--- src/rtl/fetch_stage_if.sv ---
// Bundles the program-memory port and the fetch/execute handshake of fetch_stage.
// master = the fetch stage itself, slave = its surroundings (memory + execute stage).
interface fetch_stage_if;
  logic [7:0] mem_addr;
  logic       mem_rd;
  logic [7:0] mem_rdata;
  logic       StageComplete;
  logic [7:0] NextPctr;
  logic       irq;
  logic [7:0] InteruptAdrReg;
  logic [4:0] StageRegInstr_out;
  logic [2:0] StageRegAddrMode_out;
  logic [7:0] StageRegData_out;
  logic [7:0] StageRegPCtr_out;
  logic       StageValid;
  logic       irq_ack;

  modport master (
    output mem_addr, mem_rd,
    input  mem_rdata,
    input  StageComplete, NextPctr, irq, InteruptAdrReg,
    output StageRegInstr_out, StageRegAddrMode_out, StageRegData_out, StageRegPCtr_out,
    output StageValid, irq_ack
  );

  modport slave (
    input  mem_addr, mem_rd,
    output mem_rdata,
    output StageComplete, NextPctr, irq, InteruptAdrReg,
    input  StageRegInstr_out, StageRegAddrMode_out, StageRegData_out, StageRegPCtr_out,
    input  StageValid, irq_ack
  );
endinterface

--- src/rtl/fetch_stage.sv ---
// Instruction fetch / stage register ahead of the accumulator execute stage.
// Fetches 1- or 2-byte instructions, holds them until StageComplete, then redirects the PC.
module fetch_stage #(
  parameter logic [7:0] RESET_PC      = 8'h00,
  parameter logic [2:0] INHERENT_MODE = 3'b000
) (
  input logic          clk,
  input logic          reset,
  fetch_stage_if.master bus
);

  localparam logic [2:0] S_OPC   = 3'd0;
  localparam logic [2:0] S_OPC_W = 3'd1;
  localparam logic [2:0] S_OPR   = 3'd2;
  localparam logic [2:0] S_OPR_W = 3'd3;
  localparam logic [2:0] S_ISSUE = 3'd4;

  logic [2:0] state_reg, state_next;
  logic [7:0] pc_reg, pc_next;
  logic [7:0] addr_reg, addr_next;
  logic       irq_pending_reg, irq_pending_next;
  logic       irq_ack_reg, irq_ack_next;
  logic       valid_reg, valid_next;
  logic [4:0] instr_reg, instr_next;
  logic [2:0] mode_reg, mode_next;
  logic [7:0] data_reg, data_next;
  logic [7:0] pctr_reg, pctr_next;

  logic       complete;
  logic       take_irq;
  logic [7:0] redirect_pc;

  // An irq arriving in the very cycle of StageComplete is already taken at that edge.
  assign complete    = (state_reg == S_ISSUE) && bus.StageComplete;
  assign take_irq    = complete && (irq_pending_reg || bus.irq);
  assign redirect_pc = take_irq ? bus.InteruptAdrReg : bus.NextPctr;

  always_comb begin
    state_next       = state_reg;
    pc_next          = pc_reg;
    addr_next        = addr_reg;
    valid_next       = valid_reg;
    instr_next       = instr_reg;
    mode_next        = mode_reg;
    data_next        = data_reg;
    pctr_next        = pctr_reg;
    irq_ack_next     = take_irq;
    irq_pending_next = take_irq ? 1'b0 : (irq_pending_reg | bus.irq);

    case (state_reg)
      S_OPC: state_next = S_OPC_W;
      S_OPC_W: begin
        instr_next = bus.mem_rdata[7:3];
        mode_next  = bus.mem_rdata[2:0];
        pctr_next  = pc_reg;
        if (bus.mem_rdata[2:0] == INHERENT_MODE) begin
          data_next  = 8'h00;
          valid_next = 1'b1;
          state_next = S_ISSUE;
        end else begin
          addr_next  = pc_reg + 8'd1;
          state_next = S_OPR;
        end
      end
      S_OPR: state_next = S_OPR_W;
      S_OPR_W: begin
        data_next  = bus.mem_rdata;
        valid_next = 1'b1;
        state_next = S_ISSUE;
      end
      S_ISSUE: begin
        if (complete) begin
          pc_next    = redirect_pc;
          addr_next  = redirect_pc;
          valid_next = 1'b0;
          state_next = S_OPC;
        end
      end
      default: state_next = S_OPC;
    endcase
  end

  always_ff @(posedge clk or posedge reset) begin
    if (reset) begin
      state_reg       <= S_OPC;
      pc_reg          <= RESET_PC;
      addr_reg        <= RESET_PC;
      irq_pending_reg <= 1'b0;
      irq_ack_reg     <= 1'b0;
      valid_reg       <= 1'b0;
      instr_reg       <= 5'd0;
      mode_reg        <= 3'd0;
      data_reg        <= 8'h00;
      pctr_reg        <= 8'h00;
    end else begin
      state_reg       <= state_next;
      pc_reg          <= pc_next;
      addr_reg        <= addr_next;
      irq_pending_reg <= irq_pending_next;
      irq_ack_reg     <= irq_ack_next;
      valid_reg       <= valid_next;
      instr_reg       <= instr_next;
      mode_reg        <= mode_next;
      data_reg        <= data_next;
      pctr_reg        <= pctr_next;
    end
  end

  // Read strobe is decoded from state; gated so it reads 0 while reset is held.
  assign bus.mem_rd               = ~reset && ((state_reg == S_OPC) || (state_reg == S_OPR));
  assign bus.mem_addr             = addr_reg;
  assign bus.StageValid           = valid_reg;
  assign bus.irq_ack              = irq_ack_reg;
  assign bus.StageRegInstr_out    = instr_reg;
  assign bus.StageRegAddrMode_out = mode_reg;
  assign bus.StageRegData_out     = data_reg;
  assign bus.StageRegPCtr_out     = pctr_reg;

endmodule

--- src/flat_wrapper.sv ---
// flat-port wrapper written by rule: the top's interface ports become plain ports
module fetch_stage_flat 
#(
  parameter logic [7:0] RESET_PC      = 8'h00,
  parameter logic [2:0] INHERENT_MODE = 3'b000
)
  (clk, reset, bus_mem_addr, bus_mem_rd, bus_mem_rdata, bus_StageComplete, bus_NextPctr, bus_irq, bus_InteruptAdrReg, bus_StageRegInstr_out, bus_StageRegAddrMode_out, bus_StageRegData_out, bus_StageRegPCtr_out, bus_StageValid, bus_irq_ack);
  fetch_stage_if bus_i ();
  input logic clk;
  input logic reset;
  output wire logic [$bits(bus_i.mem_addr)-1:0] bus_mem_addr;
  output wire logic [$bits(bus_i.mem_rd)-1:0] bus_mem_rd;
  input wire logic [$bits(bus_i.mem_rdata)-1:0] bus_mem_rdata;
  input wire logic [$bits(bus_i.StageComplete)-1:0] bus_StageComplete;
  input wire logic [$bits(bus_i.NextPctr)-1:0] bus_NextPctr;
  input wire logic [$bits(bus_i.irq)-1:0] bus_irq;
  input wire logic [$bits(bus_i.InteruptAdrReg)-1:0] bus_InteruptAdrReg;
  output wire logic [$bits(bus_i.StageRegInstr_out)-1:0] bus_StageRegInstr_out;
  output wire logic [$bits(bus_i.StageRegAddrMode_out)-1:0] bus_StageRegAddrMode_out;
  output wire logic [$bits(bus_i.StageRegData_out)-1:0] bus_StageRegData_out;
  output wire logic [$bits(bus_i.StageRegPCtr_out)-1:0] bus_StageRegPCtr_out;
  output wire logic [$bits(bus_i.StageValid)-1:0] bus_StageValid;
  output wire logic [$bits(bus_i.irq_ack)-1:0] bus_irq_ack;
  assign bus_mem_addr = bus_i.mem_addr;
  assign bus_mem_rd = bus_i.mem_rd;
  assign bus_i.mem_rdata = bus_mem_rdata;
  assign bus_i.StageComplete = bus_StageComplete;
  assign bus_i.NextPctr = bus_NextPctr;
  assign bus_i.irq = bus_irq;
  assign bus_i.InteruptAdrReg = bus_InteruptAdrReg;
  assign bus_StageRegInstr_out = bus_i.StageRegInstr_out;
  assign bus_StageRegAddrMode_out = bus_i.StageRegAddrMode_out;
  assign bus_StageRegData_out = bus_i.StageRegData_out;
  assign bus_StageRegPCtr_out = bus_i.StageRegPCtr_out;
  assign bus_StageValid = bus_i.StageValid;
  assign bus_irq_ack = bus_i.irq_ack;
  fetch_stage #(.RESET_PC(RESET_PC), .INHERENT_MODE(INHERENT_MODE)) u_core (.clk(clk), .reset(reset), .bus(bus_i));
endmodule
--- config.mk ---
export PLATFORM = sky130hd
export DESIGN_NAME = fetch_stage_flat
export DESIGN_NICKNAME = d
export VERILOG_FILES = /design/src/rtl/fetch_stage_if.sv /design/src/rtl/fetch_stage.sv /design/src/flat_wrapper.sv
export SDC_FILE = /design/constraint.sdc
export NUM_CORES = 1
export LEC_CHECK = 0
export ABC_CLOCK_PERIOD_IN_PS = 1700
export CORE_ASPECT_RATIO = 0.7
export CORE_MARGIN = 2
export CORE_UTILIZATION = 55
export CTS_CLUSTER_SIZE = 14
export DETAILED_ROUTE_END_ITERATION = 8
export DONT_BUFFER_PORTS = 1
export PLACE_DENSITY = 0.73
export SLEW_MARGIN = 15
export SYNTH_ARGS = -nofsm -noshare
export SYNTH_HDL_FRONTEND = slang
export SYNTH_SLANG_ARGS = --single-unit
--- constraint.sdc ---
create_clock -name clk -period 1.7 [get_ports clk]
set_clock_uncertainty 0.05 [all_clocks]
set_input_delay 0.17 -clock clk [delete_from_list [all_inputs] [get_ports clk]]
set_output_delay 0.17 -clock clk [all_outputs]
set_load 0.01 [all_outputs]
==> impl_metrics.env, run 1 <==
export IMPL_status="complete, no violations"
export IMPL_power_density_nw_per_um2=1860
export IMPL_use_met1_pct=31.1
export IMPL_dieArea_um2=4370
export IMPL_io_buffers=0
export IMPL_grt_use_met2_pct=32.9
export IMPL_antenna_found_initial=0
export IMPL_critical_path_class="register to register"
export IMPL_grt_pass1_vias=1514
export IMPL_grt_pass1_wl_um=7380
export IMPL_wl_per_cell_um=17.8
export IMPL_die_h_um=55.9
export IMPL_synth_area_leaders="dfrtp_1 54%, mux2_2 8.5%, a211oi_1 4.3%"
export IMPL_r2r_worst_path_cells=5
export IMPL_stdcell_count=252
export IMPL_timing_slew_headroom_pct=52.3
export IMPL_cts_buffers=5
export IMPL_cts_root_buf="clkbuf_8"
export IMPL_fp_row_count=18
export IMPL_dp_hpwl_um=3210
export IMPL_whs_endpoint="u_core.bus.mem_addr[0]"
export IMPL_grt_usage_pct=22.0
export IMPL_critical_path_peak_fanout=8
export IMPL_top_usage_layer="met2"
export IMPL_grt_max_degree=47
export IMPL_routed_wirelength_um=4490
export IMPL_drive_gt1_share_pct=21.3
export IMPL_regToRegEndpoint="u_core.bus.mem_addr[7]"
export IMPL_cts_tree="done"
export IMPL_critPathCaptureType="register"
export IMPL_drt_iter0_markers=53
export IMPL_overflow=0
export IMPL_holdWs_ns=0.0252
export IMPL_synthMuxAreaShare_pct=8.50
export IMPL_synthCells=182
export IMPL_ys_ff_latch=46
export IMPL_synth_compound_area_share_pct=16.8
export IMPL_die_x_um=78.2
export IMPL_start_kind="register"
export IMPL_htreeDepth=2
export IMPL_avgSynthCellArea_um2=11.6
export IMPL_min_path_type="input port to register"
export IMPL_worstSkewPairLatency_ns=0.29
export IMPL_synth_xor_area_share_pct=0.826
export IMPL_placedCellCount=229
export IMPL_cts_buffer_depth=2
export IMPL_gr_usage_met3_pct=5.19
export IMPL_min_path_cells=2
export IMPL_ir_worst_vdd_uv=976
export IMPL_drv_cap=0
export IMPL_final_cell_mix="45 x dfrtp_1, 17 x nor2_1, 16 x mux2_2, 15 x dlygate4sd3_1, 12 x a211oi_1"
export IMPL_fin_crit_sh_pct=96.3
export IMPL_synthSimpleGateAreaFrac_pct=14.2
export IMPL_syn_cell_area_um2=2120
export IMPL_coreArea_um2=3600
export IMPL_finalSetupViolations=0
export IMPL_r2r_start="u_core.state_reg[2]"
export IMPL_finalWorstSetupSlack_ns=0.0635
export IMPL_area_growth_pct=13.3
export IMPL_cp_required_ns=1.81
export IMPL_ios=63
export IMPL_pre_cts_slack_ns=0.0245
export IMPL_path_clk_slew_ns=0.09
export IMPL_p_leak_nw=1.03
export IMPL_syn_nets=211
export IMPL_postRouteAntennaNets=0
export IMPL_start_util_pct=58.8
export IMPL_yosys_area_share_adder_pct=0.590
export IMPL_drtPass1Iterations=6
export IMPL_yosys_area_top_type_share_pct=54.3
export IMPL_vias=1494
export IMPL_routabilityCongestion=0.824
export IMPL_seq_area_frac_synth_pct=54.3
export IMPL_postCtsSetupRepairBufs=0
export IMPL_rsz0062_at_grt="no"
export IMPL_vias_per_cell=5.93
export IMPL_cts_sinks=46
export IMPL_synth_top_area_cell="dfrtp_1"
export IMPL_max_freq_ghz=0.611
export IMPL_fillers=278
export IMPL_tns_ns=0
export IMPL_ys_warn_count=0
export IMPL_antenna_cells=0
export IMPL_final_hold_viol_count=0
export IMPL_fin_crit_ns=1.64
export IMPL_route_detailed_drc=0
export IMPL_worstPathArrival_ns=1.74
export IMPL_max_slew_worst_pin_slew_ns=0.711
export IMPL_nNetsFinal=230
export IMPL_finalPower_mw=4.48
export IMPL_slew_viol_final=0
export IMPL_synth_top_family_by_area="compound AO/OA/AOI/OAI gates"
export IMPL_yosysUniqueCellTypes=36
export IMPL_rrSetupSlack_ns=0.06
export IMPL_hold_path_startpoint="bus_NextPctr[0]"
export IMPL_mostFrequentLayoutCell="dfrtp_1"
==> critical path, stage by stage, from the launching register on <==
cell      delay, ns
dfrtp_1        0.44
and4bb_4       0.25
buf_4          0.16
and3_1         0.18
a211oi_1       0.29
o31ai_1        0.12
==> through the flow <==
step           cell area [µm²]  utilization, %
2_1_floorplan             2120               -
3_3_place_gp              2150            59.6
3_5_place_dp              2150            59.6
4_1_cts                   2390            66.4
5_1_grt                   2400            66.7
6_report                  2400            66.7
==> worst max path at each step <==
| stage | from | to | depth (start not counted) |
|---|---|---|---|
| 2_1_floorplan | u_core.state_reg[2] | u_core.bus.StageRegInstr_out[0] | 4 |
| 3_3_place_gp | u_core.state_reg[0] | u_core.bus.mem_addr[7] | 5 |
| 3_5_place_dp | u_core.state_reg[0] | u_core.bus.mem_addr[1] | 5 |
| 4_1_cts | u_core.state_reg[0] | u_core.bus.mem_addr[1] | 5 |
| 5_1_grt | u_core.state_reg[0] | u_core.bus.mem_addr[1] | 5 |
| 6_report | u_core.state_reg[2] | u_core.bus.mem_addr[7] | 5 |
==> repair_timing <==
item	4_1_cts	5_1_grt
resized for setup	0	4
endpoints found under the setup margin	0	12
hold endpoints to repair	68	0
hold buffers	15	0
==> kinds of logic after synthesis <==
logic type | Yosys count
compound gates | 46
flops | 46
fa+ha+maj | 1
simple gates | 57
buf+inv | 14
xor+xnor | 2
mux | 16
==> per-layer routing <==
metal	wire length (µm)	part of all wire, %
met3	238	5.3
met1	2050	46
met4	50	1.1
met2	2150	48
met5	0	0
==> final cells by class <==
cell class | instances | area, µm² | share of cell area [%]
flip-flops and latches | 46 | 1150 | 48.0
multi-input cells | 122 | 871 | 36.3
repair buffers | 22 | 206 | 8.59
clock buffers | 6 | 82.6 | 3.44
well taps | 50 | 62.6 | 2.60
inverters | 4 | 15.0 | 0.625
clock inverters | 2 | 12.5 | 0.521
==> cells in the mapped netlist <==
master    number
nand2_4        1
a31o_2         1
buf_6          6
xnor2_1        1
o21ai_0        1
or3_1          1
a21o_1         1
xor2_1         1
ha_1           1
dfrtp_1       46
o21a_1         6
o31ai_1        6
nand2_2        1
buf_4          1
and3_4         1
nand2_1       11
and2_1         2
nand3_1        3
mux2_2        16
a211oi_2       1
a211o_1        3
nand4_1        1
o21ai_1        2
nor3b_4        1
inv_1          4
o31ai_2        1
a211oi_1      12
a21oi_1        3
a21oi_2        1
clkbuf_1       3
nor3_1         9
a22o_1         8
and3_1         7
nor2_1        17
and4bb_1       1
or2_2          1
==> power breakdown <==
part / internal (mW) / leakage, nW / switching, mW / total (mW)
clock network: 0.327 / 0.0472 / 0.363 / 0.690
registers: 1.63 / 0.543 / 0.631 / 2.26
logic: 0.789 / 0.443 / 0.739 / 1.53
total: 2.74 / 1.03 / 1.73 / 4.48
No activity file was read; power rests on OpenSTA's default activity.
==> inputs of run 2 (changes only) <==
Settings changed: CORE_UTILIZATION 55 to 50, PLACE_DENSITY 0.73 to 0.68.
==> run 2 against run 1 <==
  * Setup slack improved by 0.041 ns
  * First-iteration DRC count rose by 34%
  * Routed wire length rose by 4.1%
  * Largest cell class unchanged
  * Largest power group unchanged
==> impl_metrics.env, run 2 (same netlist as run 1, synthesis figures left out) <==
export IMPL_critPathCaptureType="register"
export IMPL_timing_slew_headroom_pct=69.1
export IMPL_cts_tree="done"
export IMPL_start_util_pct=53.1
export IMPL_vias=1503
export IMPL_area_growth_pct=16.5
export IMPL_drt_iter0_markers=71
export IMPL_fin_crit_sh_pct=93.8
export IMPL_nNetsFinal=233
export IMPL_finalWorstSetupSlack_ns=0.105
export IMPL_ir_worst_vdd_uv=973
export IMPL_fin_crit_ns=1.60
export IMPL_pre_cts_slack_ns=0.0239
export IMPL_holdWs_ns=0.0231
export IMPL_critical_path_peak_fanout=10
export IMPL_io_buffers=0
export IMPL_antenna_found_initial=0
export IMPL_htreeDepth=2
export IMPL_overflow=0
export IMPL_vias_per_cell=5.85
export IMPL_final_cell_mix="46 x dfrtp_1, 17 x nor2_1, 16 x mux2_2, 16 x dlygate4sd3_1, 12 x a211oi_1"
export IMPL_cts_buffer_depth=2
export IMPL_grt_usage_pct=21.8
export IMPL_routed_wirelength_um=4670
export IMPL_cts_root_buf="clkbuf_8"
export IMPL_crit_path_top_delay_cell="dfrtp_1"
export IMPL_drive_gt1_share_pct=22.4
export IMPL_postCtsSetupRepairBufs=0
export IMPL_ios=63
export IMPL_max_freq_ghz=0.627
export IMPL_drtPass1Iterations=4
export IMPL_grt_pass1_wl_um=7850
export IMPL_worstSkewPairLatency_ns=0.31
export IMPL_finalPower_mw=4.70
export IMPL_path_clk_slew_ns=0.09
export IMPL_die_h_um=58.5
export IMPL_critical_path_buf_inv_count=1
export IMPL_fillers=323
export IMPL_grt_max_degree=23
export IMPL_max_slew_worst_pin_slew_ns=0.462
export IMPL_drv_cap=0
export IMPL_routabilityCongestion=0.783
export IMPL_p_leak_nw=1.06
export IMPL_cp_required_ns=1.85
export IMPL_critical_path_top_delay_family="simple AND/OR/NAND/NOR gates"
export IMPL_antenna_cells=0
export IMPL_finalSetupViolations=0
export IMPL_coreArea_um2=3990
export IMPL_worstPathArrival_ns=1.74
export IMPL_placedCellCount=233
export IMPL_dieArea_um2=4780
export IMPL_mostFrequentLayoutCell="dfrtp_1"
export IMPL_min_path_type="input port to register"
export IMPL_critical_path_class="register to register"
export IMPL_fp_row_count=19
export IMPL_critical_path_max_stage_delay_ns=0.39
export IMPL_cp_cell_sequence="buf_4, nor2_1, nand3_2, a211o_1, o21a_1"
export IMPL_start_kind="register"
export IMPL_dp_hpwl_um=3380
export IMPL_postRouteAntennaNets=0
export IMPL_slew_viol_final=0
export IMPL_die_x_um=81.8
export IMPL_status="complete, no violations"
export IMPL_stdcell_count=257
export IMPL_grt_pass1_vias=1593
export IMPL_power_density_nw_per_um2=1900
export IMPL_final_hold_viol_count=0
export IMPL_wl_per_cell_um=18.2
export IMPL_route_detailed_drc=0
export IMPL_cts_buffers=5
export IMPL_cts_sinks=46
run 2: worst register-to-register path, stage by stage (launching register included):
cell and delay, ns:
dfrtp_1 0.39, buf_4 0.16, nor2_1 0.24, nand3_2 0.26, a211o_1 0.30, o21a_1 0.11
run 2: power breakdown:
part / leakage [nW] / internal [mW] / switching (mW)
combinational: 0.461 / 0.837 / 0.798
clock: 0.0504 / 0.438 / 0.399
sequential: 0.544 / 1.62 / 0.601
total: 1.06 / 2.90 / 1.80
run 2: final cells by class:
| class | instances | area [µm²] | area share [%] |
|---|---|---|---|
| clock buffers | 5 | 68.8 | 2.79 |
| clock inverters | 3 | 45.0 | 1.82 |
| inverters | 4 | 15.0 | 0.608 |
| multi-input cells | 122 | 885 | 35.8 |
| flip-flops and latches | 46 | 1150 | 46.6 |
| well taps | 52 | 65.1 | 2.63 |
| repair buffers | 25 | 240 | 9.73 |
run 2: final timing paths:
path,cells after the start,slack (ns),startpoint,endpoint
min,2,0.02,bus_NextPctr[0],u_core.bus.mem_addr[0]
max,5,0.10,u_core.state_reg[1],u_core.pc_reg[5]
min reg2reg,2,0.45,u_core.irq_pending_reg,u_core.irq_pending_reg
max in group asynchronous,3,0.75,reset,u_core.pc_reg[1]
min in group asynchronous,2,0.27,reset,u_core.bus.mem_addr[3]
max reg2reg,5,0.10,u_core.state_reg[1],u_core.pc_reg[5]
run 2: per-layer routing:
metal	routed length [µm]	vias to the layer above	track usage [%]	share of wire (%)
li1	-	704	-	-
met5	0	-	0	0
met2	2240	40	34.3	48
met4	31	0	4.29	0.66
met3	313	4	8.44	6.7
met1	2090	755	29.1	45
run 2: what timing repair did:
action                                  CTS  global route
hold buffers                             16             0
hold endpoints to repair                 43             0
endpoints found under the setup margin    0            16
gates resized for setup                   0             5
run 2: stage by stage:
stage | TNS (ns) | util, % | area (µm²)
after floorplan | 0 | - | 2120
after global placement | 0 | 54.5 | 2180
after global routing | -0.0113 | 61.8 | 2470
after CTS | 0 | 61.4 | 2450
after detailed placement | 0 | 54.5 | 2180
final | 0 | 61.8 | 2470
==> inputs of run 3 (changes only) <==
Settings changed: CORE_ASPECT_RATIO 0.7 to 0.9.
==> run 3 against run 2 <==
  * Non-clock buffer count is 1 lower
  * Sequential power hardly changed
  * Hold slack better by 0.0048 ns
  * Power is 2.9% lower
  * Largest power group unchanged
  * Sequential share of layout area is 0.43 points higher
  * Setup slack worse by 0.048 ns
  * Combinational power hardly changed
  * Register-to-register slack worse by 0.05 ns
  * Cell count is 1.9% lower
  * Count of clock-buffer cells in the layout is 1 higher
  * Critical path depth stayed put
==> impl_metrics.env, run 3 (same netlist as run 1, synthesis figures left out) <==
export IMPL_routed_wirelength_um=4490
export IMPL_grt_max_degree=25
export IMPL_tns_ns=0
export IMPL_cp_required_ns=1.83
export IMPL_die_h_um=65.8
export IMPL_drv_cap=0
export IMPL_fp_row_count=22
export IMPL_max_freq_ghz=0.609
export IMPL_dieArea_um2=4780
export IMPL_postRouteAntennaNets=0
export IMPL_vias=1487
export IMPL_min_path_cells=2
export IMPL_dp_hpwl_um=3310
export IMPL_fin_crit_ns=1.64
export IMPL_critical_path_buf_inv_count=1
export IMPL_final_hold_viol_count=0
export IMPL_coreArea_um2=4070
export IMPL_timing_slew_headroom_pct=65.8
export IMPL_drt_iter0_markers=76
export IMPL_wl_per_cell_um=17.8
export IMPL_path_clk_slew_ns=0.09
export IMPL_cts_sinks=46
export IMPL_holdWs_ns=0.0279
export IMPL_drtPass1Iterations=6
export IMPL_die_x_um=72.6
export IMPL_worstPathArrival_ns=1.78
export IMPL_regToRegEndpoint="u_core.pc_reg[5]"
export IMPL_mostFrequentLayoutCell="dfrtp_1"
export IMPL_io_buffers=0
export IMPL_overflow=0
export IMPL_status="complete, no violations"
export IMPL_grt_pass1_vias=1442
export IMPL_nNetsFinal=232
export IMPL_slew_viol_final=0
export IMPL_rsz0062_at_grt="no"
export IMPL_p_leak_nw=1.05
export IMPL_whs_endpoint="u_core.pc_reg[4]"
export IMPL_antenna_found_initial=0
export IMPL_cts_tree="done"
export IMPL_max_slew_worst_pin_slew_ns=0.512
export IMPL_routabilityCongestion=0.777
export IMPL_cts_root_buf="clkbuf_8"
export IMPL_crit_path_top_delay_cell="dfrtp_2"
export IMPL_area_growth_pct=15.6
export IMPL_fin_crit_sh_pct=96.6
export IMPL_critical_path_top_delay_family="flip-flops"
export IMPL_worstSetupStartpoint="u_core.state_reg[2]"
export IMPL_finalSetupViolations=0
export IMPL_critical_path_class="register to register"
export IMPL_r2r_worst_path_cells=5
export IMPL_worstSkewPairLatency_ns=0.29
export IMPL_antenna_cells=0
export IMPL_hold_path_startpoint="bus_NextPctr[4]"
export IMPL_htreeDepth=2
export IMPL_final_cell_mix="45 x dfrtp_1, 17 x nor2_1, 16 x mux2_2, 15 x dlygate4sd3_1"
export IMPL_cp_cell_sequence="and4bb_2, buf_8, and3_1, a211o_1, o21a_1"
export IMPL_ios=63
export IMPL_r2r_start="u_core.state_reg[2]"
export IMPL_cts_buffers=5
export IMPL_critPathCaptureType="register"
export IMPL_vias_per_cell=5.90
export IMPL_power_density_nw_per_um2=1860
export IMPL_min_path_type="input port to register"
export IMPL_rrSetupSlack_ns=0.06
export IMPL_cts_buffer_depth=2
export IMPL_drive_gt1_share_pct=24.0
export IMPL_route_detailed_drc=0
export IMPL_ir_worst_vdd_uv=714
export IMPL_start_util_pct=52.0
export IMPL_grt_pass1_wl_um=6930
export IMPL_grt_usage_pct=19.4
export IMPL_critical_path_peak_fanout=17
export IMPL_start_kind="register"
export IMPL_critical_path_max_stage_delay_ns=0.46
## run 3: worst max-delay path by stage
stage | to | slack [ns] | cells past startpoint
floorplan | u_core.bus.StageRegInstr_out[0] | 0.14 | 4
global placement | u_core.pc_reg[7] | 0.07 | 5
detailed placement | u_core.bus.mem_addr[1] | -0.01 | 5
CTS | u_core.bus.mem_addr[1] | 0.03 | 5
global route | u_core.bus.mem_addr[2] | 0.007 | 5
finish | u_core.pc_reg[5] | 0.06 | 5
## run 3: what timing repair did
action                                  CTS  global route
endpoints found under the hold margin    44             0
hold buffers                             15             0
pin swaps                                 0             1
buffers inserted                          0             1
resized for setup                         1            10
endpoints found under the setup margin    3            13
## run 3: per-layer routing
layer / global-route usage (%) / wire length [µm] / vias up
met5: 0 / 0 / -
met4: 5.09 / 7 / 0
met3: 7.06 / 209 / 2
met2: 32.4 / 2350 / 43
met1: 23.7 / 1920 / 734
li1: - / - / 708
## run 3: per-stage QoR
stage	area [µm²]	worst slack [ns]	util, %	cells	power (mW)
after detailed placement	2150	-0.0122	52.9	228	3.81
after global placement	2150	0.0658	52.9	228	3.72
final	2450	0.0571	60.1	252	4.56
after CTS	2400	0.0255	58.9	251	4.54
after floorplan	2120	0.136	-	182	3.45
after global routing	2450	0.00722	60.1	252	4.89
## run 3: area by class of cell
| cell class | instances | area, µm² |
|---|---|---|
| clock buffer | 6 | 82.6 |
| clock inverter | 2 | 12.5 |
| fill | 346 | 1620 |
| inverter | 4 | 15.0 |
| multi-input combinational | 122 | 898 |
| sequential | 46 | 1150 |
| tap | 48 | 60.1 |
| timing repair buffer | 24 | 229 |
## run 3: worst register-to-register path, cell delays in order, from the launching register on
cell and delay (ns):
dfrtp_2 0.46, and4bb_2 0.28, buf_8 0.16, and3_1 0.18, a211o_1 0.28, o21a_1 0.12
## run 3: where the power goes
group / switching, mW / internal, mW
registers: 0.613 / 1.63
clock network: 0.361 / 0.327
logic: 0.798 / 0.837
